File: src/rtl/fpadd_arbiter.sv
// Round-robin arbiter that shares one floating-point adder among four requesters,
// with a guard against stale adder completions and a timeout that returns a quiet NaN.
//
// state   | meaning
// --------+-----------------------------------------------------------
// S_IDLE  | offering the round-robin grant; accept captures operands
// S_START | one-cycle start pulse to the shared adder, counter cleared
// S_WAIT  | waiting for add_done (ignored on first cycle) or timeout
// S_RESP  | one-cycle response to the granted requester
module fpadd_arbiter #(
    parameter int unsigned TIMEOUT = 64
) (
    input  logic         clk,
    input  logic         reset,
    input  logic [3:0]   req_valid,
    input  logic [127:0] req_a,
    input  logic [127:0] req_b,
    output logic [3:0]   req_ready,
    output logic [3:0]   resp_valid,
    output logic [31:0]  resp_sum,
    output logic         resp_err,
    output logic         add_start,
    output logic [31:0]  add_a,
    output logic [31:0]  add_b,
    input  logic [31:0]  add_sum,
    input  logic         add_done,
    output logic         busy
);

    typedef enum logic [1:0] {S_IDLE, S_START, S_WAIT, S_RESP} state_t;

    localparam logic [7:0]  CNT_LAST = 8'(TIMEOUT - 1);
    localparam logic [31:0] QNAN     = 32'h7FC0_0000;

    state_t      state_q, state_d;
    logic [1:0]  ptr_q, ptr_d;
    logic [1:0]  idx_q, idx_d;
    logic [7:0]  cnt_q, cnt_d;
    logic [31:0] a_q, a_d;
    logic [31:0] b_q, b_d;
    logic [31:0] sum_q, sum_d;
    logic        err_q, err_d;

    logic [1:0]  gnt_idx;
    logic        gnt_any;
    logic [1:0]  cand;
    logic        accept;
    logic        done_ok;

    // Walk from farthest to nearest offset so the requester right after ptr_q wins.
    always_comb begin
        gnt_idx = ptr_q;
        gnt_any = 1'b0;
        cand    = ptr_q;
        for (int k = 4; k >= 1; k--) begin
            cand = ptr_q + 2'(k);
            if (req_valid[cand]) begin
                gnt_any = 1'b1;
                gnt_idx = cand;
            end
        end
    end

    assign accept    = (state_q == S_IDLE) && !reset && gnt_any;
    assign req_ready = accept ? 4'(4'b0001 << gnt_idx) : 4'b0000;
    assign done_ok   = add_done && (cnt_q != 8'd0);

    always_comb begin
        state_d = state_q;
        ptr_d   = ptr_q;
        idx_d   = idx_q;
        cnt_d   = cnt_q;
        a_d     = a_q;
        b_d     = b_q;
        sum_d   = sum_q;
        err_d   = err_q;
        case (state_q)
            S_IDLE: begin
                if (accept) begin
                    a_d     = req_a[{gnt_idx, 5'b0} +: 32];
                    b_d     = req_b[{gnt_idx, 5'b0} +: 32];
                    idx_d   = gnt_idx;
                    ptr_d   = gnt_idx;
                    state_d = S_START;
                end
            end
            S_START: begin
                cnt_d   = 8'd0;
                state_d = S_WAIT;
            end
            S_WAIT: begin
                // A qualifying done takes precedence over the timeout limit.
                if (done_ok) begin
                    sum_d   = add_sum;
                    err_d   = 1'b0;
                    state_d = S_RESP;
                end else if (cnt_q == CNT_LAST) begin
                    sum_d   = QNAN;
                    err_d   = 1'b1;
                    state_d = S_RESP;
                end else begin
                    cnt_d = cnt_q + 8'd1;
                end
            end
            S_RESP: begin
                state_d = S_IDLE;
            end
            default: state_d = S_IDLE;
        endcase
    end

    always_ff @(posedge clk) begin
        if (reset) begin
            state_q <= S_IDLE;
            ptr_q   <= 2'd3;
            idx_q   <= 2'd0;
            cnt_q   <= 8'd0;
            a_q     <= 32'd0;
            b_q     <= 32'd0;
            sum_q   <= 32'd0;
            err_q   <= 1'b0;
        end else begin
            state_q <= state_d;
            ptr_q   <= ptr_d;
            idx_q   <= idx_d;
            cnt_q   <= cnt_d;
            a_q     <= a_d;
            b_q     <= b_d;
            sum_q   <= sum_d;
            err_q   <= err_d;
        end
    end

    assign resp_valid = (state_q == S_RESP) ? 4'(4'b0001 << idx_q) : 4'b0000;
    assign resp_sum   = sum_q;
    assign resp_err   = err_q;
    assign add_start  = (state_q == S_START);
    assign add_a      = a_q;
    assign add_b      = b_q;
    assign busy       = (state_q != S_IDLE);

endmodule
File: config.mk
export PLATFORM = sky130hd
export DESIGN_NAME = fpadd_arbiter
export DESIGN_NICKNAME = d
export VERILOG_FILES = /design/src/rtl/fpadd_arbiter.sv
export SDC_FILE = /design/constraint.sdc
export NUM_CORES = 1
export LEC_CHECK = 0
export ABC_AREA = 1
export ABC_CLOCK_PERIOD_IN_PS = 3450
export CORE_AREA = 10 10 150 152
export CTS_CLUSTER_DIAMETER = 30
export DETAILED_ROUTE_END_ITERATION = 6
export DIE_AREA = 0 0 160 162
export GPL_ROUTABILITY_DRIVEN = 0
export MAX_ROUTING_LAYER = met4
export PLACE_DENSITY = 0.85
export SYNTH_ARGS = -nofsm -noshare
export SYNTH_HDL_FRONTEND = slang
export SYNTH_SLANG_ARGS = --single-unit
File: constraint.sdc
create_clock -name clk -period 3.45 [get_ports clk]
set_clock_uncertainty 0.05 [all_clocks]
set_input_delay 0.69 -clock clk [delete_from_list [all_inputs] [get_ports clk]]
set_output_delay 0.69 -clock clk [all_outputs]
set_load 0.005 [all_outputs]
==> impl_metrics.yaml, run 1 <==
route:
  m1WireLength_mm: 13.5
  initialDrtViolationCount: 933
  routed.top_layer: "met4"
  finalWirelength_mm: 34.2
  met3_wirelength_mm: 2.60
  drt-pass1-iter-count: 7
  wl_met2_mm: 17.1
  remaining_drc_errors: 0
  drt.antenna.violating_nets: 0
  vias: 9445
  avgRoutedWirePerCell_um: 18.7
  vias_per_cell: 5.17
critical_path:
  cp_data_arrival_time_ps: 2290
  timing.critical_path.buf_inv: 3
  crit_fanout: 4
  max_stage_delay_ps: 450
  critPathTopFamily: "simple AND/OR/NAND/NOR gates"
  critical_path.endpoint_type: "output port"
  timing.critical_path.required_ps: 2710
  critical_path_class: "input port to output port"
  crit_chain: "clkdlybuf4s50_1 > inv_1 > o21ai_2 > nand2_1 > nand2_1 > nand2_2 > nand2_2 > nand2_4 > nand2_2 > nand2_1 > nor2_1 > dlymetal6s2s_1"
  startpoint_type_of_the_worst_setup_path: "input port"
  timing.critical_path.slowest_stage_cell: "sky130_fd_sc_hd__clkdlybuf4s50_1"
yosys:
  synthesis.nets: 1518
  synth_seq_area_share_pct: 31.2
  synth_area_mm2: 0.00711
  synth_seq_cells: 111
  post_synth_inst_count: 1216
  post_synth_num_cell_types: 25
  synth_warnings: 0
  syn-mean-instance-area_um2: 5.85
sta:
  timing.setup.tns_ps: 0
  finalHoldViolCount: 0
  rsz0062_at_grt: "false"
  setup_viol: 0
  timing.slew.headroom_pct: 46.7
  report.final.slew_viol_count: 0
  period_needed_ps: 3030
  highest_clock_rate_ghz: 0.330
  timing_worst_slew_pin_value_ps: 799
  layout_worst_path_cycle_share_pct: 87.8
finish:
  final_nets: 1853
  layout_commonest_cell: "sky130_fd_sc_hd__nand2_1"
  layout.cells.most_common_list: "sky130_fd_sc_hd__nand2_1 (541), sky130_fd_sc_hd__clkdlybuf4s50_1 (397), sky130_fd_sc_hd__nand3_1 (327), sky130_fd_sc_hd__dfxtp_1 (111), sky130_fd_sc_hd__a21oi_1 (34)"
  post_route_cells_drive_above_1_share_pct: 3.47
  finalCoreUtilization_pct: 59.8
  areaGrowthSynthToFinish_pct: 63.0
  instances_no_fill: 1826
floorplanning:
  die_width_um: 160
  die-area_mm2: 0.0259
  core-area_mm2: 0.0194
  top_level_ports: 402
  die-height_um: 162
  site_row_count: 51
  initial_core_util_pct: 36.7
power:
  power-per-cell-area_mw_per_mm2: 896
  leakage_nw: 5.45
  totalPowerFinal_w: 0.0104
  peakVddDrop_mv: 0.819
worst_hold_path:
  holdCritPathClass: "register to register"
global_route:
  gr-usage-all-layers_pct: 25.5
  maximum_number_of_pins_on_one_net_before_global_route_repair: 129
  antenna_found_initial: 5
  grt_remaining_overflow: 0
  grt_pass1_wl_mm: 51.5
  first_global_vias: 9049
clock_network:
  cts.path.max_buffers: 2
  cts.clk_slew.worst_paths_ps: 90
  cts-buffers-inserted: 9
  clock_sinks: 111
  hold_buffers: 0
  clockRootBuffer: "sky130_fd_sc_hd__clkbuf_16"
  clk-insertion-delay-late_ps: 360
  htree_num_levels: 3
  tritoncts: "yes"
placement:
  hpwlAfterDp_mm: 25.6
  numPortBuffers: 401
  dp_cells: 1805
outcome:
  run_status: "complete, no violations"
job:
  maxCapViolCount: 0
[where the power goes]
| part | total, W | switching [W] | internal, W |
|---|---|---|---|
| Sequential | 0.00176 | 0.000169 | 0.00159 |
| Combinational | 0.00755 | 0.00478 | 0.00277 |
| Clock | 0.00108 | 0.000568 | 0.000516 |
[cell type report]
type                            instances  area, um2
Multi-Input combinational cell        976       4310
Tap cell                              265        332
Fill cell                            1813       7800
Inverter                               28        105
Sequential cell                       111       2220
Clock buffer                            9        225
Timing Repair Buffer                  425       4320
Clock inverter                          7       77.6
Antenna cell                            5       12.5
[worst paths after layout]
kind                              startpoint      endpoint  slack, ps  cells after the start
worst max register to register      ptr_q[0]     add_a[23]        710                     16
worst min register to register   resp_sum[2]   resp_sum[2]        420                      2
worst max-delay path            req_valid[1]  req_ready[3]        420                     12
worst min-delay path             resp_sum[2]   resp_sum[2]        420                      2
[flip-flops by register name (all words and copies together) (netlist names)]
register and cells:
resp_sum 32, add_a 32, state_q 2, ptr_q 2
idx_q 2, cnt_q 8, add_b 32, resp_err 1
[logic make-up after synthesis]
group,count (synthesis),share of synthesized area [%]
xor gates and xnor gates,2,0.246
adders and majority gates,7,1.23
DFF,111,31.2
and+or+nand+nor,911,54.3
buffers and inverters,129,8.74
AOI/OAI and AO/OA,56,4.26
[Yosys cell counts (all sizes together)]
| master | n | area share (%) |
|---|---|---|
| a21boi | 1 | 0.11 |
| a21oi | 34 | 2.4 |
| a31oi | 2 | 0.18 |
| and2 | 1 | 0.088 |
| buf | 73 | 5.8 |
| clkbuf | 28 | 1.5 |
| clkinv | 2 | 0.11 |
| dfxtp | 111 | 31 |
| ha | 7 | 1.2 |
| inv | 26 | 1.4 |
| nand2 | 548 | 29 |
| nand3 | 329 | 23 |
| nand4 | 2 | 0.18 |
| nor2 | 24 | 1.3 |
| nor3 | 7 | 0.49 |
| o21ai | 9 | 0.69 |
| o22ai | 9 | 0.79 |
| o31ai | 1 | 0.11 |
| xor2 | 2 | 0.25 |
[metal layers]
layer  vias to the layer above  track usage (%)
met3                        50             5.38
li1                       4641                -
met2                       439             42.9
met4                         0             9.97
met5                         -                -
met1                      4315             29.4
[per-stage QoR]
step | hold slack (ps) | area (um2) | setup WS [ps]
after CTS | 415 | 11600 | 32.0
after detailed placement | 403 | 11300 | 33.6
final | 416 | 11600 | 420
after global routing | 438 | 11600 | 277
after floorplan | 397 | 7110 | 955
after global placement | 398 | 11300 | 101
[timing repair]
action                     CTS  global route
resized for setup            0             4
hold endpoints to repair     0             0
buffers inserted             0             0
setup endpoints to repair    0             4
[tightest hold or removal path: stages, from the launching register on]
cell and delay, ps:
sky130_fd_sc_hd__dfxtp_1 320, sky130_fd_sc_hd__nand2_1 60, sky130_fd_sc_hd__a21oi_1 50
Note: power is estimated with default switching activity, not from simulation.
==> run 2, diff against run 1 <==
Settings changed: PLACE_DENSITY 0.85 to 0.8, SLEW_MARGIN set to 20.
==> run 2 against run 1 <==
  * Routed wire length shrank 5.9%
  * Sequential share of layout area grew 0.070 points
  * Global-route usage shrank 1.5 points
  * Non-clock buffer count grew 1
  * Largest power group unchanged
  * Utilization shrank 0.22 points
  * First-iteration DRC count shrank 15%
==> impl_metrics.yaml, run 2 (synthesis gave the netlist of run 1 again) <==
outcome:
  run_status: "complete, no violations"
critical_path:
  critical_path_class: "input port to output port"
  crit_chain: "clkdlybuf4s50_1 > inv_1 > o21ai_2 > nand2_1 > nand2_1 > nand2_2 > nand2_2 > nand2_4 > nand2_2 > nand2_1 > nor2_1 > dlymetal6s2s_1"
  timing.critical_path.required_ps: 2710
  critical_path.endpoint_type: "output port"
  crit_fanout: 3
  startpoint_type_of_the_worst_setup_path: "input port"
  cp_data_arrival_time_ps: 2280
  max_stage_delay_ps: 460
  timing.critical_path.slowest_stage_cell: "sky130_fd_sc_hd__clkdlybuf4s50_1"
sta:
  report.final.slew_viol_count: 0
  highest_clock_rate_ghz: 0.331
  period_needed_ps: 3020
  setup_viol: 0
  timing_worst_slew_pin_value_ps: 762
  worst_hold_slack_ps: 411
  rsz0062_at_grt: "false"
  timing.slew.headroom_pct: 49.2
  timing.setup.tns_ps: 0
  finalHoldViolCount: 0
  layout_worst_path_cycle_share_pct: 87.6
floorplanning:
  die_width_um: 160
  core-area_mm2: 0.0194
  initial_core_util_pct: 36.7
  site_row_count: 51
  die-height_um: 162
  top_level_ports: 402
  die-area_mm2: 0.0259
finish:
  areaGrowthSynthToFinish_pct: 62.4
  stdcell_area_mm2: 0.0116
  layout_commonest_cell: "sky130_fd_sc_hd__nand2_1"
  post_route_cells_drive_above_1_share_pct: 3.53
  final_nets: 1854
  instances_no_fill: 1823
  layout.cells.most_common_list: "sky130_fd_sc_hd__nand2_1 (541), sky130_fd_sc_hd__clkdlybuf4s50_1 (397), sky130_fd_sc_hd__nand3_1 (327), sky130_fd_sc_hd__dfxtp_1 (111), sky130_fd_sc_hd__a21oi_1 (34)"
clock_network:
  htree_num_levels: 3
  post_cts_buffers: 0
  cts.clk_slew.worst_paths_ps: 80
  cts.path.max_buffers: 2
  clockRootBuffer: "sky130_fd_sc_hd__clkbuf_16"
  clk-insertion-delay-late_ps: 360
  clock_sinks: 111
  tritoncts: "yes"
  cts-buffers-inserted: 9
route:
  vias_per_cell: 5.06
  avgRoutedWirePerCell_um: 17.6
  vias: 9218
  remaining_drc_errors: 0
  initialDrtViolationCount: 791
  drt.antenna.violating_nets: 0
  finalWirelength_mm: 32.2
  drt-pass1-iter-count: 5
power:
  power-per-cell-area_mw_per_mm2: 885
  leakage_nw: 5.45
  peakVddDrop_mv: 0.779
job:
  maxCapViolCount: 0
global_route:
  antenna_found_initial: 1
  grt_remaining_overflow: 0
  first_global_vias: 8890
  gr-usage-all-layers_pct: 24.0
  maximum_number_of_pins_on_one_net_before_global_route_repair: 129
  grt_pass1_wl_mm: 49.2
placement:
  hpwlAfterDp_mm: 24.5
  dp_cells: 1806
  placement.cell_area_mm2: 0.0112
  numPortBuffers: 401
worst_hold_path:
  holdCritPathClass: "register to register"
==> run 2: cell count changes in the layout (fill, tap and decap cells not counted), sizes merged <==
cell | previous run | this run
clkinv | 5 | 6
buf | 24 | 25
diode | 5 | 1
clkinvlp | 1 | 0
==> run 2: per-stage QoR <==
stage | util, % | setup slack (ps) | power [W]
after floorplan | - | 955 | 0.00692
after global placement | 58.0 | 105 | 0.00914
after detailed placement | 58.0 | 52.0 | 0.00923
after CTS | 59.5 | 51.3 | 0.0103
after global routing | 59.6 | 277 | 0.0113
final | 59.6 | 427 | 0.0102
==> run 2: what timing repair did <==
| action | CTS | global route |
|---|---|---|
| hold buffers | 0 | 0 |
| endpoints found under the hold margin | 0 | 0 |
| gates resized for setup | 0 | 4 |
| setup endpoints to repair | 0 | 4 |
==> run 2: final timing paths <==
kind / to / depth (start not counted) / startpoint / slack, ps
worst max-delay path: req_ready[1] / 12 / req_valid[1] / 430
worst min-delay path: resp_sum[21] / 2 / resp_sum[21] / 410
worst max register to register: add_a[11] / 15 / ptr_q[0] / 990
worst min register to register: resp_sum[21] / 2 / resp_sum[21] / 410
==> run 2: layer usage <==
metal / track usage, % / part of all wire (%) / vias to the layer above
li1: - / - / 4627
met1: 27.8 / 42 / 4183
met2: 40.2 / 48 / 367
met3: 5.81 / 7.7 / 41
met4: 7.93 / 2.5 / 0
met5: - / 0 / -
==> run 2: report_power, final <==
part,internal (W),switching (W),total (W)
sequential,0.00159,0.000160,0.00175
clock,0.000515,0.000551,0.00107
combinational,0.00274,0.00467,0.00742
==> run 2: layout make-up <==
type                       count  area, um2
sequential                   111       2220
tap                          265        332
fill                        1892       7840
inverter                      28        105
clock buffer                   9        225
antenna                        1       2.50
multi-input combinational    976       4310
clock inverter                 7       75.1
timing repair buffer         426       4290
==> run 2: critical path: cells and delay by family <==
kind	cells	cell delay (ps)
compound gates	1	160
simple gates	8	720
buf+inv	3	710
==> run 3, diff against run 2 <==
Settings changed: CORE_AREA 10 10 150 152 to 4 4 152 154, DIE_AREA 0 0 160 162 to 0 0 156 158, PLACE_DENSITY 0.8 to 0.73.
==> run 3 against run 2 <==
  * Flip-flop and latch count unchanged
  * Non-clock buffer count down 2
  * Sequential power about the same
  * Utilization down 6.1 points
  * Cell area up 0.41%
  * Routed wire length down 2.9%
  * Total power up 0.34%
  * Via count up 0.26%
  * Worst hold slack better by 3.3 ps
  * Setup slack worse by 31 ps
  * Critical path type unchanged
  * Largest power group unchanged
==> impl_metrics.yaml, run 3 (synthesis gave the netlist of run 1 again) <==
outcome:
  run_status: "complete, no violations"
clock_network:
  clk-insertion-delay-late_ps: 370
  hold_buffers: 0
  clockRootBuffer: "sky130_fd_sc_hd__clkbuf_16"
  cts.path.max_buffers: 2
  post_cts_buffers: 0
  cts.clk_slew.worst_paths_ps: 90
  htree_num_levels: 3
  cts-resized-gates: 0
  cts-buffers-inserted: 9
  tritoncts: "yes"
  clock_sinks: 111
placement:
  dp_cells: 1819
  numPortBuffers: 401
  hpwlAfterDp_mm: 22.6
  place_worst_setup_slack_ps: 45.7
finish:
  post_route_cells_drive_above_1_share_pct: 3.41
  final_nets: 1852
  layout.cells.most_common_list: "sky130_fd_sc_hd__nand2_1 (541), sky130_fd_sc_hd__clkdlybuf4s50_1 (397), sky130_fd_sc_hd__nand3_1 (327), sky130_fd_sc_hd__dfxtp_1 (111), sky130_fd_sc_hd__a21oi_1 (34)"
  areaGrowthSynthToFinish_pct: 63.1
  instances_no_fill: 1842
  layout_commonest_cell: "sky130_fd_sc_hd__nand2_1"
  finalCoreUtilization_pct: 53.5
sta:
  rsz0062_at_grt: "false"
  fin_ws_ps: 397
  timing.slew.headroom_pct: 48.4
  finalHoldViolCount: 0
  highest_clock_rate_ghz: 0.328
  timing_worst_slew_pin_value_ps: 774
  period_needed_ps: 3050
  timing.setup.tns_ps: 0
  report.final.slew_viol_count: 0
  layout_worst_path_cycle_share_pct: 88.5
  setup_viol: 0
critical_path:
  cp_data_arrival_time_ps: 2310
  critical_path_class: "input port to output port"
  startpoint_type_of_the_worst_setup_path: "input port"
  critical_path.endpoint_type: "output port"
  crit_fanout: 3
  timing.critical_path.required_ps: 2710
  crit_chain: "clkdlybuf4s50_1 > inv_1 > o21ai_2 > nand2_1 > nand2_1 > nand2_2 > nand2_2 > nand2_4 > nand2_2 > nand2_1 > nor2_1 > dlymetal6s2s_1"
  timing.critical_path.buf_inv: 3
  critPathTopFamily: "simple AND/OR/NAND/NOR gates"
  max_stage_delay_ps: 460
  timing.critical_path.slowest_stage_cell: "sky130_fd_sc_hd__clkdlybuf4s50_1"
floorplanning:
  die-height_um: 158
  initial_core_util_pct: 32.8
  site_row_count: 54
  die_width_um: 156
  core-area_mm2: 0.0217
  top_level_ports: 402
  die-area_mm2: 0.0246
global_route:
  grt_remaining_overflow: 0
  antenna_found_initial: 6
  grt_pass1_wl_mm: 46.9
  maximum_number_of_pins_on_one_net_before_global_route_repair: 129
  first_global_vias: 8592
  gr-usage-all-layers_pct: 24.3
power:
  totalPowerFinal_w: 0.0103
  leakage_nw: 5.45
  peakVddDrop_mv: 0.885
  power-per-cell-area_mw_per_mm2: 884
route:
  initialDrtViolationCount: 753
  finalWirelength_mm: 31.2
  avgRoutedWirePerCell_um: 17.0
  drt.antenna.violating_nets: 0
  drt-pass1-iter-count: 7
  vias: 9242
  vias_per_cell: 5.02
  remaining_drc_errors: 0
worst_hold_path:
  holdCritPathClass: "register to register"
job:
  maxCapViolCount: 0
-- run 3: cell types whose count changed in the layout (fill, tap and decap cells not counted), sizes merged --
cell | before | now
diode | 1 | 7
clkinv | 6 | 5
buf | 25 | 23
inv | 29 | 30
-- run 3: report_power, final --
part | internal (W) | total [W] | switching [W] | leakage [nW]
Clock | 0.000522 | 0.00110 | 0.000581 | 0.150
Combinational | 0.00273 | 0.00742 | 0.00468 | 4.39
Sequential | 0.00159 | 0.00174 | 0.000158 | 0.909
Total | 0.00484 | 0.0103 | 0.00542 | 5.45
-- run 3: cell type report --
type,instances,area (um2)
Antenna cell,7,17.5
Clock buffer,9,225
Clock inverter,7,81.3
Fill cell,2162,10100
Inverter,28,105
Multi-Input combinational cell,976,4320
Sequential cell,111,2220
Tap cell,280,350
Timing Repair Buffer,424,4280
-- run 3: worst min-delay path: cells and delay by family, from the launching register on --
kind	cells	cell delay, ps
AND/OR/NAND/NOR	1	60
flip-flops	1	320
AO/OA/AOI/OAI	1	50
-- run 3: through the flow --
step           cell area (um2)  hold WS, ps
6_report                 11600          414
4_1_cts                  11600          417
3_5_place_dp             11300          403
5_1_grt                  11600          439
3_3_place_gp             11300          397
2_1_floorplan             7110          397
-- run 3: final timing paths --
kind,depth (start not counted),slack (ps),end,startpoint
worst min register to register,2,410,resp_sum[1],resp_sum[1]
worst max-delay path,12,400,req_ready[3],req_valid[1]
worst min-delay path,2,410,resp_sum[1],resp_sum[1]
worst max register to register,16,670,add_a[30],ptr_q[1]
-- run 3: routing by layer --
layer | vias up | share of wire [%] | GRT usage (%)
li1 | 4622 | - | -
met1 | 4221 | 42 | 30.0
met2 | 361 | 48 | 40.1
met3 | 38 | 7.3 | 5.28
met4 | 0 | 2.3 | 7.21
met5 | - | 0 | -
